File: src/rtl/instr_sequencer.sv
// Multi-cycle fetch/execute sequencer: owns the PC, fetches over req/ack, gates the register write strobe.
// Optional single-step control is enabled by defining SEQ_SINGLE_STEP_EN (adds the step input).
module instr_sequencer #(
    parameter int                     PC_WIDTH    = 12,
    parameter int                     INSTR_WIDTH = 16,
    parameter logic [INSTR_WIDTH-1:0] HALT_INSTR  = 16'hFFFF,
    parameter int                     FETCH_TMO   = 15
) (
    input  logic                   clk,
    input  logic                   reset,
    input  logic                   run,
`ifdef SEQ_SINGLE_STEP_EN
    input  logic                   step,
`endif
    output logic                   mem_req,
    output logic [PC_WIDTH-1:0]    mem_addr,
    input  logic                   mem_ack,
    input  logic [INSTR_WIDTH-1:0] mem_rdata,
    output logic [INSTR_WIDTH-1:0] instr,
    input  logic                   branch_taken,
    input  logic [PC_WIDTH-1:0]    branch_target,
    input  logic                   reg_we_in,
    output logic                   reg_we,
    output logic [PC_WIDTH-1:0]    pc,
    output logic [15:0]            retired,
    output logic                   halted,
    output logic                   fault
);
    // Memory handshake: mem_req is high for every FETCH cycle and mem_addr is held at pc;
    // a fetch completes on the first cycle that both mem_req and mem_ack are high.
    typedef enum logic [2:0] {
        IDLE  = 3'd0,
        FETCH = 3'd1,
        EXEC  = 3'd2,
        WB    = 3'd3,
        HALT  = 3'd4,
        FAULT = 3'd5
    } state_t;

    localparam int TMO_W = (FETCH_TMO > 1) ? $clog2(FETCH_TMO) : 1;
    localparam bit TMO_EN = (FETCH_TMO != 0);
    localparam logic [TMO_W-1:0] TMO_LAST = TMO_W'((FETCH_TMO > 0) ? FETCH_TMO - 1 : 0);

    state_t            state;
    state_t            state_nxt;
    logic [TMO_W-1:0]  tmo_cnt;
    logic              br_q;
    logic [PC_WIDTH-1:0] tgt_q;
    logic              we_q;
    logic              go;

`ifdef SEQ_SINGLE_STEP_EN
    assign go = run & step;
`else
    assign go = run;
`endif

    assign mem_addr = pc;

    always_ff @(posedge clk) begin
        if (reset) begin
            state <= IDLE;
        end else begin
            state <= state_nxt;
        end
    end

    always_comb begin
        state_nxt = state;
        mem_req   = 1'b0;
        reg_we    = 1'b0;
        halted    = 1'b0;
        fault     = 1'b0;
        case (state)
            IDLE: begin
                if (go) state_nxt = FETCH;
            end
            FETCH: begin
                mem_req = 1'b1;
                if (mem_ack) begin
                    state_nxt = EXEC;
                end else if (TMO_EN && (tmo_cnt == TMO_LAST)) begin
                    state_nxt = FAULT;
                end
            end
            EXEC: begin
                state_nxt = (instr == HALT_INSTR) ? HALT : WB;
            end
            WB: begin
                reg_we    = we_q;
                state_nxt = go ? FETCH : IDLE;
            end
            HALT:    halted = 1'b1;
            FAULT:   fault  = 1'b1;
            default: state_nxt = IDLE;
        endcase
    end

    // Control-unit outputs are captured in EXEC so WB acts on a stable snapshot.
    always_ff @(posedge clk) begin
        if (reset) begin
            pc      <= '0;
            instr   <= '0;
            retired <= '0;
            tmo_cnt <= '0;
            br_q    <= 1'b0;
            tgt_q   <= '0;
            we_q    <= 1'b0;
        end else begin
            case (state)
                FETCH: begin
                    if (mem_ack) begin
                        instr   <= mem_rdata;
                        tmo_cnt <= '0;
                    end else begin
                        tmo_cnt <= tmo_cnt + 1'b1;
                    end
                end
                EXEC: begin
                    if (instr != HALT_INSTR) begin
                        br_q  <= branch_taken;
                        tgt_q <= branch_target;
                        we_q  <= reg_we_in;
                    end
                end
                WB: begin
                    pc      <= br_q ? tgt_q : pc + 1'b1;
                    retired <= retired + 16'd1;
                end
                default: ;
            endcase
        end
    end
endmodule

File: config.mk
export PLATFORM = sky130hd
export DESIGN_NAME = instr_sequencer
export DESIGN_NICKNAME = d
export VERILOG_FILES = /design/src/rtl/instr_sequencer.sv
export SDC_FILE = /design/constraint.sdc
export NUM_CORES = 1
export LEC_CHECK = 0
export ABC_AREA = 1
export CELL_PAD_IN_SITES_DETAIL_PLACEMENT = 1
export CELL_PAD_IN_SITES_GLOBAL_PLACEMENT = 1
export CORE_MARGIN = 1
export CORE_UTILIZATION = 30
export DETAILED_ROUTE_END_ITERATION = 8
export GPL_TIMING_DRIVEN = 1
export PLACE_DENSITY_LB_ADDON = 0.1
export REMOVE_ABC_BUFFERS = 1
export SYNTH_ARGS = -nofsm -noshare
export SYNTH_HDL_FRONTEND = slang
export SYNTH_SLANG_ARGS = --single-unit
File: constraint.sdc
create_clock -name clk -period 1.5 [get_ports clk]
set_clock_uncertainty 0.2 [all_clocks]
set_input_delay 0.15 -clock clk [delete_from_list [all_inputs] [get_ports clk]]
set_output_delay 0.15 -clock clk [all_outputs]
set_load 0.01 [all_outputs]
==> results by group <==
Yosys
  – Register bit total from synthesis: 65
  – Synthesized area: between 0.003 and 0.004 mm²
  – Ys Warns: 0
  – Async S/R FF share, synth: 0%
  – Post-synth EDFFs: 0
  – Post-synthesis area per instance: slightly below 7 µm²
  – Post-synth top flop: dfxtp_1
  – Sequential share of the synthesized area: 40.6%
  – Post-synth cell types: 32
  – Cells after synthesis: ~470

Timing
  – Unrepaired setup endpoints after global routing: true
  – Max Clock Freq: approximately 650 MHz
  – Final hold violations: 0
  – Final setup violation count: 29
  – Setup WS post-layout: -40.8 ps
  – Slew @ Worst Pin: 260 ps
  – Rel. slew slack: between 80 and 90%
  – Setup TNS: -534 ps
  – Crit path time final: about 1500 ps
  – Slew Limit Fails: 0
  – Tcrit/Tclk final: 103%

Detailed routing
  – WL per Instance: approximately 14 µm
  – WL final: ~11000 µm
  – Vias per inst: roughly 4.7
  – Drt drc: 0
  – Via count: 3601
  – Initial DRC count: 67
  – TritonRoute pass-1 iters: 4
  – Antenna Nets Post-Route: 0

Clock tree
  – Longest Clk Path Bufs: 2
  – TritonCTS clock tree: built
  – CTS Hold Bufs: 0
  – Clock Latency Late Sink: ~340 ps
  – Sink Count: 65
  – H-tree level count: 3
  – Worst-path clk slew: approximately 70 ps
  – CTS root buf: clkbuf_8
  – Num CTS Buffers: 9

Setup path
  – Crit-path leading delay family: buffers and inverters
  – Slowest cell delay on critical path: 360 ps
  – Crit-path max FO: 16
  – Chain of cells forming the critical path: buf_6, nor2_4, nand2_2, buf_6, nor2_4, buf_8, o21ai_0, nor2_1
  – Worst setup SP type: register
  – Setup Crit Path Kind: register to register
  – Slowest CP cell: dfxtp_4
  – Crit path arrival time: 1610 ps
  – Critical Path RT: about 1600 ps
  – Crit path capture type: register
  – CP bufs+invs: 3

Die
  – Starting Density: 31.0%
  – Die Wd: between 100 and 150 µm
  – Die ar.: 0.0111 mm²
  – Core Region: roughly 0.010 mm²
  – Die Ht: around 110 µm
  – Boundary Pins: 94
  – Num rows: 37

Place
  – Detail Placement HPWL: about 7400 µm
  – PortBufs: 93
  – Final GP Congestion: between 0.7 and 0.8

Cells and area
  – Antenna Cells: 0
  – Share of cells above drive strength 1: ~32%
  – Final net count: 667
  – Layout area overhead: 65.2%

Global routing
  – Number of global-route vias before repair: roughly 3700
  – GR Overflow Total: 0
  – Global Route Usage Sum: about a fifth
  – Global-route wire length before repair: around 17000 µm
  – Largest net degree at the start of global routing: 29
  – Antenna violations before repair: 0

Worst hold path
  – Hold Path Class: input port to register

Power and ir drop
  – Power consumption: about 0.0056 W
  – Pwr dens: between 1000 and 1500 mW/mm²
  – Max VDD drop: roughly 0.56 mV
  – Leak: around 2.3 nW

Outcome
  – Status: finished with violations
  – Failing checks: setup timing

Flow run
  – Maximum Capacitance Violations: 0
[what timing repair did]
item                       in CTS  in global routing
gates cloned                    0                  1
resized for setup             141                113
buffers inserted                5                  9
setup endpoints to repair     102                 70
pin swaps                       7                 25
[cell families after synthesis]
group	synth area share [%]
compound gates	15.3
xor+xnor	0.547
fa+ha+maj	1.56
buf+inv	10.6
flops	40.6
simple gates	31.4
[flip-flops by register name, summed over array words and instances (netlist names)]
name / cells
br_q: 1
instr: 16
mem_addr: 12
retired: 16
state: 3
tgt_q: 12
tmo_cnt: 4
we_q: 1
[final timing paths]
path                                             from  cells after the start  slack [ps]                        to
worst min register to register  tgt_q[1]$_SDFFE_PP0P_                      2         280  mem_addr[1]$_SDFFE_PP0N_
worst min-delay path                     mem_rdata[0]                      3         200     instr[0]$_SDFFE_PP0N_
worst max register to register  state[2]$_SDFFE_PP0P_                      8         -40     instr[0]$_SDFFE_PP0N_
worst max-delay path            state[2]$_SDFFE_PP0P_                      8         -40     instr[0]$_SDFFE_PP0N_
[layout by cell type (no fill, tap or decap), types with 4 or more instances in the layout]
cell             count
a21oi_1             23
a21oi_2              5
buf_4               63
buf_6               12
clkbuf_8            12
clkdlybuf4s15_1      7
clkdlybuf4s50_1     33
dfxtp_1             34
dfxtp_2             26
dfxtp_4              5
dlygate4sd2_1       49
inv_1               33
inv_2                5
nand2_1             76
nand2_2             19
nand3_1              8
nand3_2              8
nand4_1              7
nor2_1              89
nor2_2              13
nor2_4              12
o21ai_0             22
o21ai_1             29
o21ai_2              4
[synth_stat cells, types with 2 or more instances]
cell type	number	area share, %
nand3b_1	2	0.47
buf_4	14	3.3
xor2_1	2	0.55
buf_2	4	0.62
ha_1	4	1.6
o21ai_0	55	8.6
a21oi_1	28	4.4
nand2_1	95	11
inv_1	39	4.6
nand3_2	2	0.62
nand3_1	17	2.7
clkbuf_1	5	0.59
nor2_1	111	13
nor3_1	2	0.31
nor2_4	2	0.70
inv_2	2	0.23
o21a_1	2	0.47
dfxtp_1	65	41
nand4_1	7	1.4
buf_6	3	1.1
buf_1	2	0.23
[tightest hold or removal path: stages]
cell and delay, ps:
clkdlybuf4s50_1 400, nor2_1 100, nor2_1 50
[layer usage]
layer | global-route usage (%) | part of all wire [%] | up-vias
met5 | 0 | 0 | -
met4 | 5.73 | 1.0 | 0
met3 | 4.02 | 4.0 | 9
met2 | 34.1 | 49 | 78
met1 | 23.7 | 46 | 1692
li1 | - | - | 1822
[final cells by class]
cell class / count / area, µm²
Clock inverter: 2 / 35.0
Clock buffer: 14 / 173
Tap cell: 136 / 170
Sequential cell: 65 / 1350
Multi-Input combinational cell: 340 / 1860
Fill cell: 1288 / 5030
Timing Repair Buffer: 172 / 1540
Inverter: 41 / 164
[metrics by stage]
step | setup slack [ps] | cell area (µm²) | hold slack (ps) | utilization [%] | std cells
final | -40.8 | 5290 | 196 | 51.3 | 770
after detailed placement | -160 | 4630 | 275 | 44.8 | 739
after global placement | -114 | 4630 | 264 | 44.8 | 739
after global routing | -162 | 5290 | 200 | 51.3 | 770
after CTS | -23.7 | 4950 | 182 | 47.9 | 760
after floorplan | -367 | 3020 | 16.2 | - | 446
[power by group]
group	total [W]	switching (W)	internal [W]	leakage (nW)
clock network	0.00160	0.000696	0.000905	0.107
logic	0.00187	0.000948	0.000920	1.68
registers	0.00213	0.000155	0.00198	0.543
total	0.00560	0.00180	0.00380	2.33
Note: power is estimated with default switching activity, not from simulation.
